[src/rtl/fmc_lcd_bridge.sv]
// fmc_lcd_bridge: re-times asynchronous FMC writes into the core clock domain,
// buffers them in a FIFO and replays them onto an 8080-style LCD bus with
// programmable WR low/high widths.
module fmc_lcd_bridge #(
   parameter int DW    = 24,
   parameter int DEPTH = 16,
   parameter int WR_LO = 2,
   parameter int WR_HI = 2
) (
   input  logic                   clk,
   input  logic                   rst,
   input  logic                   i_cs,
   input  logic                   i_wr,
   input  logic                   i_rs,
   input  logic [DW-1:0]          i_data,
   input  logic                   i_ovf_clr,
   output logic                   o_cs,
   output logic                   o_rs,
   output logic                   o_wr,
   output logic [DW-1:0]          o_data,
   output logic                   o_busy,
   output logic                   o_ovf,
   output logic [$clog2(DEPTH):0] o_level
);

   localparam int AW   = $clog2(DEPTH);
   localparam int LW   = AW + 1;
   localparam int CMAX = (WR_LO > WR_HI) ? WR_LO : WR_HI;
   localparam int CW   = $clog2(CMAX + 1);

   typedef enum logic [1:0] {IDLE, SETUP, WR_LOW, WR_HIGH} state_t;

   // ---------------- input synchroniser ----------------
   logic          s1_wr, s2_wr, s3_wr, s1_cs, s2_cs, s1_rs, s2_rs;
   logic [DW-1:0] s1_data, s2_data;
   logic          wr_event;

   // Two-flop chain on every FMC input; strobes reset high so a released
   // reset with i_wr held high never looks like a rising edge.
   always_ff @(posedge clk) begin
      if (rst) begin
         s1_wr   <= 1'b1;
         s2_wr   <= 1'b1;
         s3_wr   <= 1'b1;
         s1_cs   <= 1'b1;
         s2_cs   <= 1'b1;
         s1_rs   <= 1'b0;
         s2_rs   <= 1'b0;
         s1_data <= '0;
         s2_data <= '0;
      end else begin
         s1_wr   <= i_wr;
         s2_wr   <= s1_wr;
         s3_wr   <= s2_wr;
         s1_cs   <= i_cs;
         s2_cs   <= s1_cs;
         s1_rs   <= i_rs;
         s2_rs   <= s1_rs;
         s1_data <= i_data;
         s2_data <= s1_data;
      end
   end

   // Rising edge of nWE while chip select is low marks one LCD write; the
   // data stage is aligned so s2 holds the word sampled with the first high.
   assign wr_event = s2_wr & ~s3_wr & ~s2_cs;

   // ---------------- FIFO ----------------
   logic [DW:0]   mem [DEPTH];
   logic [AW-1:0] wptr, rptr;
   logic [LW-1:0] level;
   logic          pop, push_ok;
   logic [DW:0]   head;

   // A full FIFO still accepts a word when the reader frees a slot this cycle.
   assign push_ok = wr_event & ((level != LW'(DEPTH)) | pop);
   assign head    = mem[rptr];

   // Storage array; contents need no reset since the pointers define validity.
   always_ff @(posedge clk) begin
      if (push_ok) mem[wptr] <= {s2_rs, s2_data};
   end

   // Pointers and occupancy; pointers wrap naturally at the power-of-2 depth.
   always_ff @(posedge clk) begin
      if (rst) begin
         wptr  <= '0;
         rptr  <= '0;
         level <= '0;
      end else begin
         if (push_ok) wptr <= wptr + AW'(1);
         if (pop)     rptr <= rptr + AW'(1);
         level <= level + LW'(push_ok) - LW'(pop);
      end
   end

   // Sticky overflow; a drop in the same cycle as a clear keeps the flag set.
   always_ff @(posedge clk) begin
      if (rst)                      o_ovf <= 1'b0;
      else if (wr_event & ~push_ok) o_ovf <= 1'b1;
      else if (i_ovf_clr)           o_ovf <= 1'b0;
   end

   // ---------------- LCD bus FSM ----------------
   state_t        state, state_d;
   logic [CW-1:0] cnt, cnt_d;
   logic          cs_d, wr_d, rs_d;
   logic [DW-1:0] data_d;

   // State, phase counter and the registered bus outputs.
   always_ff @(posedge clk) begin
      if (rst) begin
         state  <= IDLE;
         cnt    <= '0;
         o_cs   <= 1'b1;
         o_wr   <= 1'b1;
         o_rs   <= 1'b0;
         o_data <= '0;
      end else begin
         state  <= state_d;
         cnt    <= cnt_d;
         o_cs   <= cs_d;
         o_wr   <= wr_d;
         o_rs   <= rs_d;
         o_data <= data_d;
      end
   end

   // Next-state and next-output logic; words are loaded only on a pop so the
   // bus data stays frozen from SETUP to the end of WR_HIGH.
   always_comb begin
      state_d = state;
      cnt_d   = cnt;
      cs_d    = o_cs;
      wr_d    = o_wr;
      rs_d    = o_rs;
      data_d  = o_data;
      pop     = 1'b0;
      case (state)
         IDLE: begin
            cs_d = 1'b1;
            wr_d = 1'b1;
            if (level != '0) begin
               pop     = 1'b1;
               rs_d    = head[DW];
               data_d  = head[DW-1:0];
               cs_d    = 1'b0;
               state_d = SETUP;
            end
         end
         SETUP: begin
            wr_d    = 1'b0;
            cnt_d   = '0;
            state_d = WR_LOW;
         end
         WR_LOW: begin
            if (cnt == CW'(WR_LO - 1)) begin
               wr_d    = 1'b1;
               cnt_d   = '0;
               state_d = WR_HIGH;
            end else begin
               cnt_d = cnt + CW'(1);
            end
         end
         WR_HIGH: begin
            if (cnt == CW'(WR_HI - 1)) begin
               cnt_d = '0;
               if (level != '0) begin
                  pop     = 1'b1;
                  rs_d    = head[DW];
                  data_d  = head[DW-1:0];
                  state_d = SETUP;
               end else begin
                  cs_d    = 1'b1;
                  state_d = IDLE;
               end
            end else begin
               cnt_d = cnt + CW'(1);
            end
         end
         default: begin
            cs_d    = 1'b1;
            wr_d    = 1'b1;
            state_d = IDLE;
         end
      endcase
   end

   assign o_busy  = (state != IDLE) | (level != '0);
   assign o_level = level;

endmodule

[config.mk]
export PLATFORM = sky130hd
export DESIGN_NAME = fmc_lcd_bridge
export DESIGN_NICKNAME = d
export VERILOG_FILES = /design/src/rtl/fmc_lcd_bridge.sv
export SDC_FILE = /design/constraint.sdc
export NUM_CORES = 1
export LEC_CHECK = 0
export BUFFER_PORTS_ARGS = -buffer_cell sky130_fd_sc_hd__buf_2
export CORE_MARGIN = 4
export CORE_UTILIZATION = 41
export DETAILED_ROUTE_END_ITERATION = 6
export GPL_TIMING_DRIVEN = 0
export PLACE_DENSITY = 0.57
export SYNTH_ARGS = -nofsm -noshare
export SYNTH_HDL_FRONTEND = slang
export SYNTH_SLANG_ARGS = --single-unit
[constraint.sdc]
create_clock -name clk -period 3 [get_ports clk]
set_input_delay 0.15 -clock clk [delete_from_list [all_inputs] [get_ports clk]]
set_output_delay 0.15 -clock clk [all_outputs]
set_load 0.05 [all_outputs]
==> results of run 1 <==
-- cells in the mapped netlist (2+ instances only) --
library cell and n:
nand2_1 3, and2_1 2, ha_1 16, mux2_2 27, a221o_1 25, dfxtp_1 104, clkbuf_1 23, buf_1 6
nor3_1 2, nor2_1 47, a21o_1 3, edfxtp_1 400, mux2i_1 26, buf_6 8, inv_1 17, o21ai_0 6
xnor2_1 3, mux4_2 100, nor2b_1 55, or2_2 6, a21oi_1 10, nand4_1 2, buf_2 9, and3_1 16
-- stage by stage --
stage,instances,setup slack (ps),instance area (um2),utilization,TNS [ps]
after detailed placement,1610,-353.1,19980,0.4403,-353.1
after floorplan,945,5.451,18830,-,0
after CTS,1736,22.90,22060,0.4860,0
after global placement,1607,-618.6,19900,0.4384,-157050
final,1743,130.8,22180,0.4888,0
after global routing,1743,-25.11,22180,0.4888,-25.11
-- worst reg2reg max path, delay by kind of cell, from the launching register on --
kind | cells | cell delay (ps)
AO/OA/AOI/OAI | 4 | 680
flip-flops | 1 | 380
adder cells (fa/ha/maj) | 4 | 900
buffers and inverters | 4 | 310
AND/OR/NAND/NOR | 3 | 530
-- flip-flops by register name, summed over array words and instances, names as in the netlist, named ones only --
register / flops
mem: 400
o_data: 24
s1_data: 24
s2_data: 24
o_level: 5
rptr: 4
wptr: 4
cnt: 2
state: 2
o_cs: 1
o_ovf: 1
o_rs: 1
o_wr: 1
s1_cs: 1
s1_rs: 1
s1_wr: 1
s2_cs: 1
s2_rs: 1
s2_wr: 1
s3_wr: 1
-- layer usage --
layer  track usage  vias to the layer above
met5             0                        -
met2        0.2679                      177
met4       0.04662                        0
met1        0.2325                     4673
li1              -                     4081
met3       0.02794                       63
-- kinds of logic after synthesis --
group	synth area share
mux	0.1499
simple gates	0.04276
compound gates	0.02644
flops	0.7502
fa+ha+maj	0.01172
xor+xnor	0.001865
buf+inv	0.01705
-- path summary, 6_finish.rpt --
check	start	to	slack [ps]	depth (start not counted)
worst max-delay path	state[0]$_SDFFE_PP0P_	o_level[4]$_SDFF_PP0_	130	15
worst min-delay path	rst	wptr[3]$_SDFFE_PP0P_	110	3
worst max register to register	state[0]$_SDFFE_PP0P_	o_level[4]$_SDFF_PP0_	130	15
worst min register to register	s1_cs$_SDFF_PP1_	s2_cs$_SDFF_PP1_	410	1
-- where the power goes --
| part | internal, mW | switching (mW) |
|---|---|---|
| logic | 1.50 | 2.13 |
| clock network | 3.92 | 2.57 |
| registers | 7.79 | 0.252 |
| total | 13.2 | 4.96 |
-- cell type report --
type	count	area, um2	share of cell area
clock buffers	80	1569	0.07074
clock inverters	15	170.2	0.007672
plain buffers	47	270.3	0.01218
flip-flops and latches	504	14110	0.6361
well taps	600	750.7	0.03385
inverters	17	66.31	0.002990
repair buffers	104	758.2	0.03419
multi-input cells	376	4487	0.2023
-- repair_timing --
action                                 in CTS  in global routing
setup buffers                               3                  7
setup endpoints to repair                   1                  1
pin swaps                                   2                  8
endpoints found under the hold margin      28                  0
cloned                                      0                  1
gates resized for setup                     6                 12
hold buffers                               28                  0
==> flow_summary.yaml, run 1 <==
status:
  outcome: "finished clean"
routing:
  drc: 0
  wl_um: 40300
  drt-vias-per-instance: 5.160
  maxUsedRoutingLayer: "met4"
  initialDrtViolationCount: 664
  met3_wirelength_um: 1659
  via_count: 8994
  m1WireLength_um: 18310
  wl_met2_um: 19480
  wl_per_cell_um: 23.12
  antenna_left: 0
  dr.pass1.iters: 5
timing:
  finClkSkew_ps: 15.79
  period_minus_slack_ps: 2869
  relSlewSlack: 0.1972
  hold_violations: 0
  fmaxAchievable_mhz: 348.5
  setup_viol_count_final: 0
  tightest_slew_ps: 1204
  period_share: 0.9564
  whs_ps: 110.1
  drv_slew: 0
yosys:
  synth_area_leaders: "edfxtp_1 (64%), mux4_2 (12%), dfxtp_1 (11%)"
  synth_ff_type: "edfxtp_1"
  yosys.area.top_type: "edfxtp_1"
  postSynthCellCount: 945
  async_reset_ff_frac: 0
  yosysWarnings: 0
  synth.net_count: 992
  synth_edf_count: 400
  ys_seq_area_frac: 0.7502
  syn_area_mm2: 0.01879
  ys_ff_latch: 504
  syn_area_per_cell_um2: 19.88
  ys_types: 53
  synth_top_area_frac: 0.6394
clock_network:
  clkTransAtPathRegs_ps: 60
  cts_root_buf: "clkbuf_16"
  clock_latency_ps: 580
  clockBufferDepth: 3
  numCtsBuffers: 51
  htreeDepth: 2
  cts_sinks: 504
  cts_tree: "built"
floorplanning:
  start_util: 0.4140
  die-area_mm2: 0.04931
  dieWidth_um: 222.1
  coreArea_mm2: 0.04538
  rows: 78
  io_pins: 64
  die_y_um: 222.1
global_routing:
  grt.overflow.total: 0
  grt_max_degree: 26
  grt_pass1_vias: 9329
  grt_use_total: 0.1649
  antenna_found_initial: 1
  grt_pass1_wl_um: 60840
setup_path:
  crit_slowest_cell: "dfxtp_4"
  max_stage_delay_ps: 380
  crit_path_cell_trace: "ha_4, buf_6, nand3b_1, a21o_1, a21boi_4, buf_8, inv_1, ha_4, inv_2, ha_4, fa_2, a21oi_2, nor2_1, or3_1, a21oi_2"
  cpMostUsedCell: "ha_4"
  path_class: "reg2reg"
  end_kind: "register"
  arrival_ps: 3380
  path_delay_family: "adder cells"
  crit_fanout: 5
  cp-start-kind: "register"
  path_buf_inv: 4
  cp_data_required_time_ps: 3510
power:
  ir_drop_uv: 522.5
  p_total_mw: 18.17
  power_leakage_nw: 7.422
  p_per_area_mw_per_mm2: 819.1
finish:
  mostFrequentLayoutCells: "edfxtp_1 (400), mux4_2 (100), dfxtp_1 (100)"
  fillers: 3733
  num_antenna_cells: 0
  syn2layout_area_growth_pct: 18.07
  drive_gt1_frac: 0.3001
  final_common_cell: "edfxtp_1"
  nets: 1148
job:
  drv_cap: 0
placement:
  globalplace.congestion: 0.7263
  detailed_place_hpwl_um: 23830
  port_buffers: 62
hold_path:
  hp-class: "in2reg"
(Power assumes the default switching activity.)
==> run 2, diff against run 1 <==
MAX_ROUTING_LAYER = met4   (was default)
==> flow_summary.yaml, run 2 (same netlist as run 1, synthesis figures left out) <==
status:
  outcome: "finished clean"
timing:
  drv_slew: 0
  setup_tns_ps: 0
  finClkSkew_ps: 15.49
  fmaxAchievable_mhz: 348.4
  period_minus_slack_ps: 2870
  period_share: 0.9567
  hold_violations: 0
  relSlewSlack: 0.2206
  tightest_slew_ps: 1169
  setup_viol_count_final: 0
routing:
  initialDrtViolationCount: 732
  drc: 0
  antenna_left: 0
  wl_um: 40340
  wl_per_cell_um: 23.14
  dr.pass1.iters: 4
  via_count: 9003
  drt-vias-per-instance: 5.165
setup_path:
  path_class: "reg2reg"
  path_delay_family: "adder cells"
  end_kind: "register"
  crit_path_cell_trace: "ha_4, buf_6, nand3b_1, a21o_1, a21boi_4, buf_8, inv_1, ha_4, inv_2, ha_4, fa_2, a21oi_2, nor2_1, or3_1, a21oi_2"
  path_buf_inv: 4
  cpMostUsedCell: "ha_4"
  cp_data_required_time_ps: 3510
  crit_fanout: 5
  arrival_ps: 3380
  cp-start-kind: "register"
  max_stage_delay_ps: 380
  crit_slowest_cell: "dfxtp_4"
clock_network:
  htreeDepth: 2
  clockBufferDepth: 3
  numCtsBuffers: 51
  clkTransAtPathRegs_ps: 60
  cts_sinks: 504
  cts_root_buf: "clkbuf_16"
  clock_latency_ps: 580
  cts_tree: "built"
power:
  p_total_mw: 18.18
  ir_drop_uv: 525.7
  power_leakage_nw: 7.422
  p_per_area_mw_per_mm2: 819.8
finish:
  syn2layout_area_growth_pct: 18.07
  final_common_cell: "edfxtp_1"
  drive_gt1_frac: 0.3001
  num_antenna_cells: 0
  mostFrequentLayoutCells: "edfxtp_1 (400), mux4_2 (100), dfxtp_1 (100)"
  largest_reg_flops: 400
  final_util: 0.4888
  final_area_mm2: 0.02218
  nets: 1148
  top_register: "mem"
global_routing:
  grt.overflow.total: 0
  grt_pass1_wl_um: 60900
  grt_max_degree: 26
  grt_use_total: 0.1701
  grt_pass1_vias: 9310
  antenna_found_initial: 1
floorplanning:
  io_pins: 64
  rows: 78
  coreArea_mm2: 0.04538
  start_util: 0.4140
  dieWidth_um: 222.1
  die-area_mm2: 0.04931
  die_y_um: 222.1
placement:
  detailed_place_hpwl_um: 23830
  port_buffers: 62
  globalplace.congestion: 0.7350
  placed_area_mm2: 0.01998
job:
  drv_cap: 0
hold_path:
  hp-class: "in2reg"
run 2: layout make-up:
cell class | instances | area (um2)
Buffer | 47 | 270.3
Clock buffer | 80 | 1569
Clock inverter | 15 | 170.2
Fill cell | 3733 | 23200
Inverter | 17 | 66.31
Multi-Input combinational cell | 376 | 4487
Sequential cell | 504 | 14110
Tap cell | 600 | 750.7
Timing Repair Buffer | 104 | 758.2
run 2: worst paths after layout:
kind	from	endpoint	slack (ps)	cells past startpoint
setup / recovery	state[0]$_SDFFE_PP0P_	o_level[4]$_SDFF_PP0_	130	15
hold / removal	rst	wptr[3]$_SDFFE_PP0P_	110	3
setup reg to reg	state[0]$_SDFFE_PP0P_	o_level[4]$_SDFF_PP0_	130	15
hold reg to reg	s1_cs$_SDFF_PP1_	s2_cs$_SDFF_PP1_	410	1
run 2: layer usage:
| metal | GRT usage | wire [um] | vias up |
|---|---|---|---|
| met4 | 0.04662 | 829 | 0 |
| li1 | - | - | 4087 |
| met2 | 0.2678 | 19550 | 157 |
| met5 | - | 0 | - |
| met1 | 0.2335 | 18510 | 4689 |
| met3 | 0.02754 | 1452 | 70 |
run 2: report_power, final:
| part | total (mW) | internal (mW) | switching (mW) |
|---|---|---|---|
| logic | 3.64 | 1.50 | 2.13 |
| registers | 8.04 | 7.79 | 0.252 |
| clock network | 6.51 | 3.92 | 2.59 |
| total | 18.2 | 13.2 | 4.97 |
run 2: what timing repair did:
action | CTS | global route
pin swaps | 2 | 8
hold buffers | 28 | 0
gates cloned | 0 | 1
hold endpoints to repair | 28 | 0
endpoints found under the setup margin | 1 | 1
resized for setup | 6 | 12
setup buffers | 3 | 7
run 2: through the flow:
stage | cells | setup WS, ps | hold slack, ps
after floorplan | 945 | 5.451 | 253.8
after global placement | 1607 | -618.6 | 340.3
after detailed placement | 1610 | -353.1 | 346.4
after CTS | 1736 | 22.90 | 71.05
after global routing | 1743 | -25.11 | 125.5
final | 1743 | 129.9 | 106.2
run 2: tightest hold or removal path, delay by kind of cell:
kind          cells  cell delay (ps)
buf+inv           1              210
simple gates      1              160
mux               1              140
